**src/rtl/ring_rr_arbiter.sv**
```systemverilog
// Round-robin arbiter with a one-hot rotating priority token, registered one-hot
// grant, hold/release handshake and optional maximum-tenure limit.
//
// state | meaning
// ------+--------------------------------------------------------------
// IDLE  | no owner; scan req from the token position each edge
// GRANT | one requester owns the resource until it drops req or hits MAX_HOLD
module ring_rr_arbiter #(
    parameter int N        = 4,
    parameter int IDW      = 2,
    parameter int MAX_HOLD = 8
) (
    input  logic           clock,
    input  logic           reset,
    input  logic [N-1:0]   req,
    output logic [N-1:0]   grant,
    output logic [IDW-1:0] grant_id,
    output logic           busy,
    output logic           expired,
    output logic [N-1:0]   ptr
);

    localparam int HCW = (MAX_HOLD == 0) ? 1 : $clog2(MAX_HOLD + 1);
    localparam logic [HCW-1:0] HOLD_MAX = HCW'(MAX_HOLD);
    localparam logic [HCW-1:0] HOLD_ONE = HCW'(1);

    typedef enum logic {
        IDLE  = 1'b0,
        GRANT = 1'b1
    } state_t;

    state_t         state;
    logic [HCW-1:0] hold_cnt;

    logic [IDW-1:0] ptr_idx;
    logic           win_found;
    logic [IDW-1:0] win_idx;
    logic [N-1:0]   win_oh;
    logic [N-1:0]   win_rot;
    logic           owner_req;
    logic           limit_hit;
    int             scan_pos;

    // Circular scan starting at the token bit; first set request wins.
    always_comb begin
        ptr_idx   = '0;
        win_found = 1'b0;
        win_idx   = '0;
        win_oh    = '0;
        scan_pos  = 0;
        for (int i = 0; i < N; i++) begin
            if (ptr[i]) begin
                ptr_idx = IDW'(i);
            end
        end
        for (int k = 0; k < N; k++) begin
            scan_pos = int'(ptr_idx) + k;
            if (scan_pos >= N) begin
                scan_pos = scan_pos - N;
            end
            if (!win_found && req[scan_pos]) begin
                win_found = 1'b1;
                win_idx   = IDW'(scan_pos);
            end
        end
        for (int i = 0; i < N; i++) begin
            if (win_found && (IDW'(i) == win_idx)) begin
                win_oh[i] = 1'b1;
            end
        end
        win_rot = {win_oh[N-2:0], win_oh[N-1]};
    end

    assign owner_req = req[grant_id];
    assign limit_hit = (MAX_HOLD != 0) && (hold_cnt == HOLD_MAX);
    assign busy      = (state == GRANT);

    always_ff @(posedge clock) begin
        if (!reset) begin
            state    <= IDLE;
            grant    <= '0;
            grant_id <= '0;
            hold_cnt <= '0;
            expired  <= 1'b0;
            ptr      <= {{(N-1){1'b0}}, 1'b1};
        end else begin
            expired <= 1'b0;
            case (state)
                IDLE: begin
                    if (win_found) begin
                        state    <= GRANT;
                        grant    <= win_oh;
                        grant_id <= win_idx;
                        hold_cnt <= HOLD_ONE;
                        ptr      <= win_rot;
                    end
                end
                GRANT: begin
                    if (!owner_req || limit_hit) begin
                        state    <= IDLE;
                        grant    <= '0;
                        grant_id <= '0;
                        hold_cnt <= '0;
                        expired  <= owner_req;
                    end else if (MAX_HOLD != 0 && hold_cnt != HOLD_MAX) begin
                        hold_cnt <= hold_cnt + HOLD_ONE;
                    end
                end
                default: begin
                    state <= IDLE;
                    grant <= '0;
                end
            endcase
        end
    end

endmodule

```
**config.mk**
```make
export PLATFORM = sky130hd
export DESIGN_NAME = ring_rr_arbiter
export DESIGN_NICKNAME = d
export VERILOG_FILES = /design/src/rtl/ring_rr_arbiter.sv
export SDC_FILE = /design/constraint.sdc
export NUM_CORES = 1
export LEC_CHECK = 0
export BUFFER_PORTS_ARGS = -buffer_cell sky130_fd_sc_hd__buf_2
export CORE_AREA = 2 2 46 48
export CTS_CLUSTER_SIZE = 20
export DETAILED_ROUTE_END_ITERATION = 16
export DIE_AREA = 0 0 48 50
export PLACE_DENSITY = 0.81
export SYNTH_ARGS = -nofsm -noshare
export SYNTH_HDL_FRONTEND = slang
export SYNTH_SLANG_ARGS = --single-unit
```
**constraint.sdc**
```tcl
create_clock -name clock -period 3.5 [get_ports clock]
set_clock_uncertainty 0.1 [all_clocks]
set_input_delay 0.525 -clock clock [delete_from_list [all_inputs] [get_ports clock]]
set_output_delay 0.525 -clock clock [all_outputs]
set_load 0.02 [all_outputs]
```
==> results.txt <==
- The flow ran to the end, and the final reports show no timing, DRC or antenna violations.
- The core region is roughly 1900 µm².
- Vias in the first global route: ~830
* CP Launch Type: flip-flop
* Fmax: 437.7 MHz
- Count of filler cells inserted in the layout: 174
* Final setup fails: 0
* Adder-cell share of the synthesized area: 2.301%
* Crit share post-route: 65.28%
- Die W: 48 µm
- Number of standard cells after synthesis: 119
- The final layout contains 139 nets.
- Maximum number of pins on one net before global-route repair: 20
- Largest driver fanout on the critical path: 19
- In this run the remaining antenna-violating nets after routing total 0.
- The number of antenna violations at the first check in global routing is 0.
- Multiplexer area fraction after synthesis: 5.869%
- Post-synthesis simple-gate area fraction: 22.78%
* Buffer levels on the longest clock path: 2
- Met3 wire length: approximately 95 µm
- Total number of clock tree sinks: 16
- Y dimension of the die: 50 µm
- Post-cts hold buffer count: 0
- Total number of placement rows: 16
* Setup Total Neg Slack: 0 ns
- Via count: 913
- Detailed Place HPWL: 1612 µm
- Buffers inserted during clock tree synthesis total 3.
* Pleak: approximately 0.45 nW
* Share of post-route cells with drive strength above 1: between 20% and 30%
- In this run the tool buffered the top-level ports with 17 buffer cells.
- In this run the post-CTS setup repair buffer count came out at 0.
- The synthesized design contains 0 enable-type register cells.
- The critical path ends at ptr[1].
* Relative slew slack: between 50% and 60%
- Detailed-routing iteration count for the pre-antenna-repair pass: 4
- At the worst endpoint, the required time is 3.64 ns.
* Hold Fails Final Rpt: 0
* Remaining global-route overflow: 0
- When the netlist entered floorplanning its net count stood at 127.
- Total power divided by cell area: 844.8 nW/µm²
* Number of synthesized register bits: 16
- The first global-routing pass estimated between 3000 and 4000 µm of wire.
- Clock root buffer: sky130_fd_sc_hd__clkbuf_4
- Commonest register cell after synthesis: sky130_fd_sc_hd__dfxtp_1
* IR Drop Worst-Case VDD: 569.1 µV
- Total power consumption of the routed design: 0.0009862 W
- Max-cap violations in this run came to 0.
- Actual slew at the worst max-slew pin: between 0.6 and 0.7 ns
* Via density per instance: 5.815
- Min Tclk post-route: 2.285 ns
- RePlAce Congestion: 0.8766
* Xor and xnor fraction of the mapped netlist area: 0%
* Clock transition at path regs: 0.10 ns
- The worst register-to-register path has a setup slack of about 1.2 ns.
- Antenna fix cells: 0
- The worst register-to-register path has a depth of 6.
* Combinational family with the most area after synthesis: compound AO/OA/AOI/OAI gates
- The max-slew violation total from the final report was 0.
- Resized cells post-CTS: 0
- After synthesis, the share of flip-flops with an asynchronous set or reset is 0%.
- The most critical setup path has its startpoint at ptr[3].
* Fraction of synthesized cell area taken by the top area cell type: 29.46%
- Number of DRC markers after the initial detailed-route iteration: 17
- In the synthesized netlist, the cells that appear most often are sky130_fd_sc_hd__dfxtp_1, sky130_fd_sc_hd__nand2_1, sky130_fd_sc_hd__nor2_1.
- CTS tree: built
* Endpoint class of the critical path: flip-flop
- Initial Utilization: 57.17%
- Sequential cells were found to cover 29.46% of the synthesized design area.
- The area growth from synthesis to layout is 7.365%.
- H-tree lvl count: 1
- Number of ports placed on the die boundary: 18
- Data on the critical path arrives at its endpoint at approximately 2.4 ns.
- Floorplan die area: around 2400 µm²
- Area of the mapped netlist: roughly 1100 µm²
- Compound-gate portion of the synthesized area: 31.30%
- Total global routing track utilization: 20.01%
- In this run the critical register-to-register path is captured at ptr[1].
- Met1 Routed Length: around 950 µm
- Wire length per cell after detailed routing: 13.63 µm
* Worst Path Class, Setup: reg -> reg
* Highest Signal Layer: met4
* Library cells used by synthesis: 47
* Syn_area_per_cell: 9.137 µm²
- Setup repair after global routing left no endpoint under its margin.
- The final layout contains routed wiring with a total length of 2140 µm.
- Met2 wire len: 1059 µm
- Min-delay worst type: reg -> reg
* Top post-synthesis cells by area: sky130_fd_sc_hd__dfxtp_1, sky130_fd_sc_hd__a21boi_2, sky130_fd_sc_hd__o221ai_4
- sky130_fd_sc_hd__dfxtp_1 is the most common cell in the netlist.
* Number of warning messages in the yosys log: 0
- The worst register-to-register path begins at ptr[3].
- For the worst-skew pair, the clock arrives at the later sink with an insertion delay of 0.30 ns.
* Detailed-route DRC error count: 0
- The largest total area in the synthesized netlist belongs to sky130_fd_sc_hd__dfxtp_1.
==> layer usage <==
metal	track usage (%)	vias to the layer above
met5	0	-
met4	7.658	0
met3	3.663	5
met2	32.89	26
met1	24.77	428
li1	-	454
==> through the flow <==
step                std cells  setup WS [ns]  util (%)  cell area, µm²  hold slack, ns
finish                    157          1.215     61.38            1167          0.3779
floorplan                 119          1.381         -            1087          0.3571
global route              157          1.058     61.38            1167          0.3920
detailed placement        153          1.217     59.47            1131          0.3581
global placement          153          1.214     59.47            1131          0.3486
CTS                       157          1.195     61.38            1167          0.3791
==> how the worst min path moves through the flow <==
stage                            from           to  depth (start not counted)
after detailed placement     grant[0]     grant[0]                          2
after CTS                    grant[3]     grant[3]                          2
final                        grant[2]     grant[2]                          2
after floorplan           hold_cnt[3]  hold_cnt[3]                          2
after global routing         grant[2]     grant[2]                          2
after global placement         ptr[0]       ptr[0]                          2
==> power by group <==
part	total, W	internal, W	switching [W]
sequential	0.000315	0.000232	0.0000837
clock	0.000126	0.0000635	0.0000621
combinational	0.000545	0.000237	0.000308
==> logic make-up after synthesis <==
| group | after synthesis |
|---|---|
| muxes | 5 |
| and+or+nand+nor | 46 |
| buffers and inverters | 14 |
| DFF | 16 |
| adders and majority gates | 2 |
| AOI/OAI and AO/OA | 36 |
==> flip-flops by register name, summed over array words and instances (netlist names) <==
| signal | count |
|---|---|
| grant_id | 2 |
| busy | 1 |
| hold_cnt | 4 |
| ptr | 4 |
| expired | 1 |
| grant | 4 |
==> cell type report <==
cell class / instances / area, µm² / area share, %
Multi-Input combinational cell: 89 / 676.9 / 57.98
Tap cell: 27 / 33.78 / 2.894
Timing Repair Buffer: 17 / 85.08 / 7.288
Clock buffer: 4 / 36.28 / 3.108
Inverter: 4 / 15.01 / 1.286
Sequential cell: 16 / 320.3 / 27.44
==> critical path, cell delays in order (launching register included) <==
cell and delay [ns]:
sky130_fd_sc_hd__dfxtp_1 0.77, sky130_fd_sc_hd__or2_4 0.28, sky130_fd_sc_hd__o221ai_4 0.14, sky130_fd_sc_hd__a211oi_1 0.30, sky130_fd_sc_hd__o32ai_2 0.18, sky130_fd_sc_hd__a211o_1 0.34, sky130_fd_sc_hd__a21boi_2 0.13
==> placed cells by master (no fill, tap or decap), types with 2 or more instances in the layout <==
cell type                   n
sky130_fd_sc_hd__a21boi_1   4
sky130_fd_sc_hd__nand2_1   13
sky130_fd_sc_hd__o21ai_1    2
sky130_fd_sc_hd__a22oi_1    2
sky130_fd_sc_hd__dfxtp_1   16
sky130_fd_sc_hd__nor2b_1    4
sky130_fd_sc_hd__clkbuf_4   3
sky130_fd_sc_hd__ha_1       2
sky130_fd_sc_hd__o21ai_0    4
sky130_fd_sc_hd__inv_1      4
sky130_fd_sc_hd__nand3_1    3
sky130_fd_sc_hd__and3_1     2
sky130_fd_sc_hd__nor3_1     4
sky130_fd_sc_hd__a21boi_2   5
sky130_fd_sc_hd__a21oi_1    4
sky130_fd_sc_hd__nor2_1     9
sky130_fd_sc_hd__mux2i_1    3
sky130_fd_sc_hd__o221ai_4   2
sky130_fd_sc_hd__buf_2     17
No activity file was read; power rests on OpenSTA's default activity.
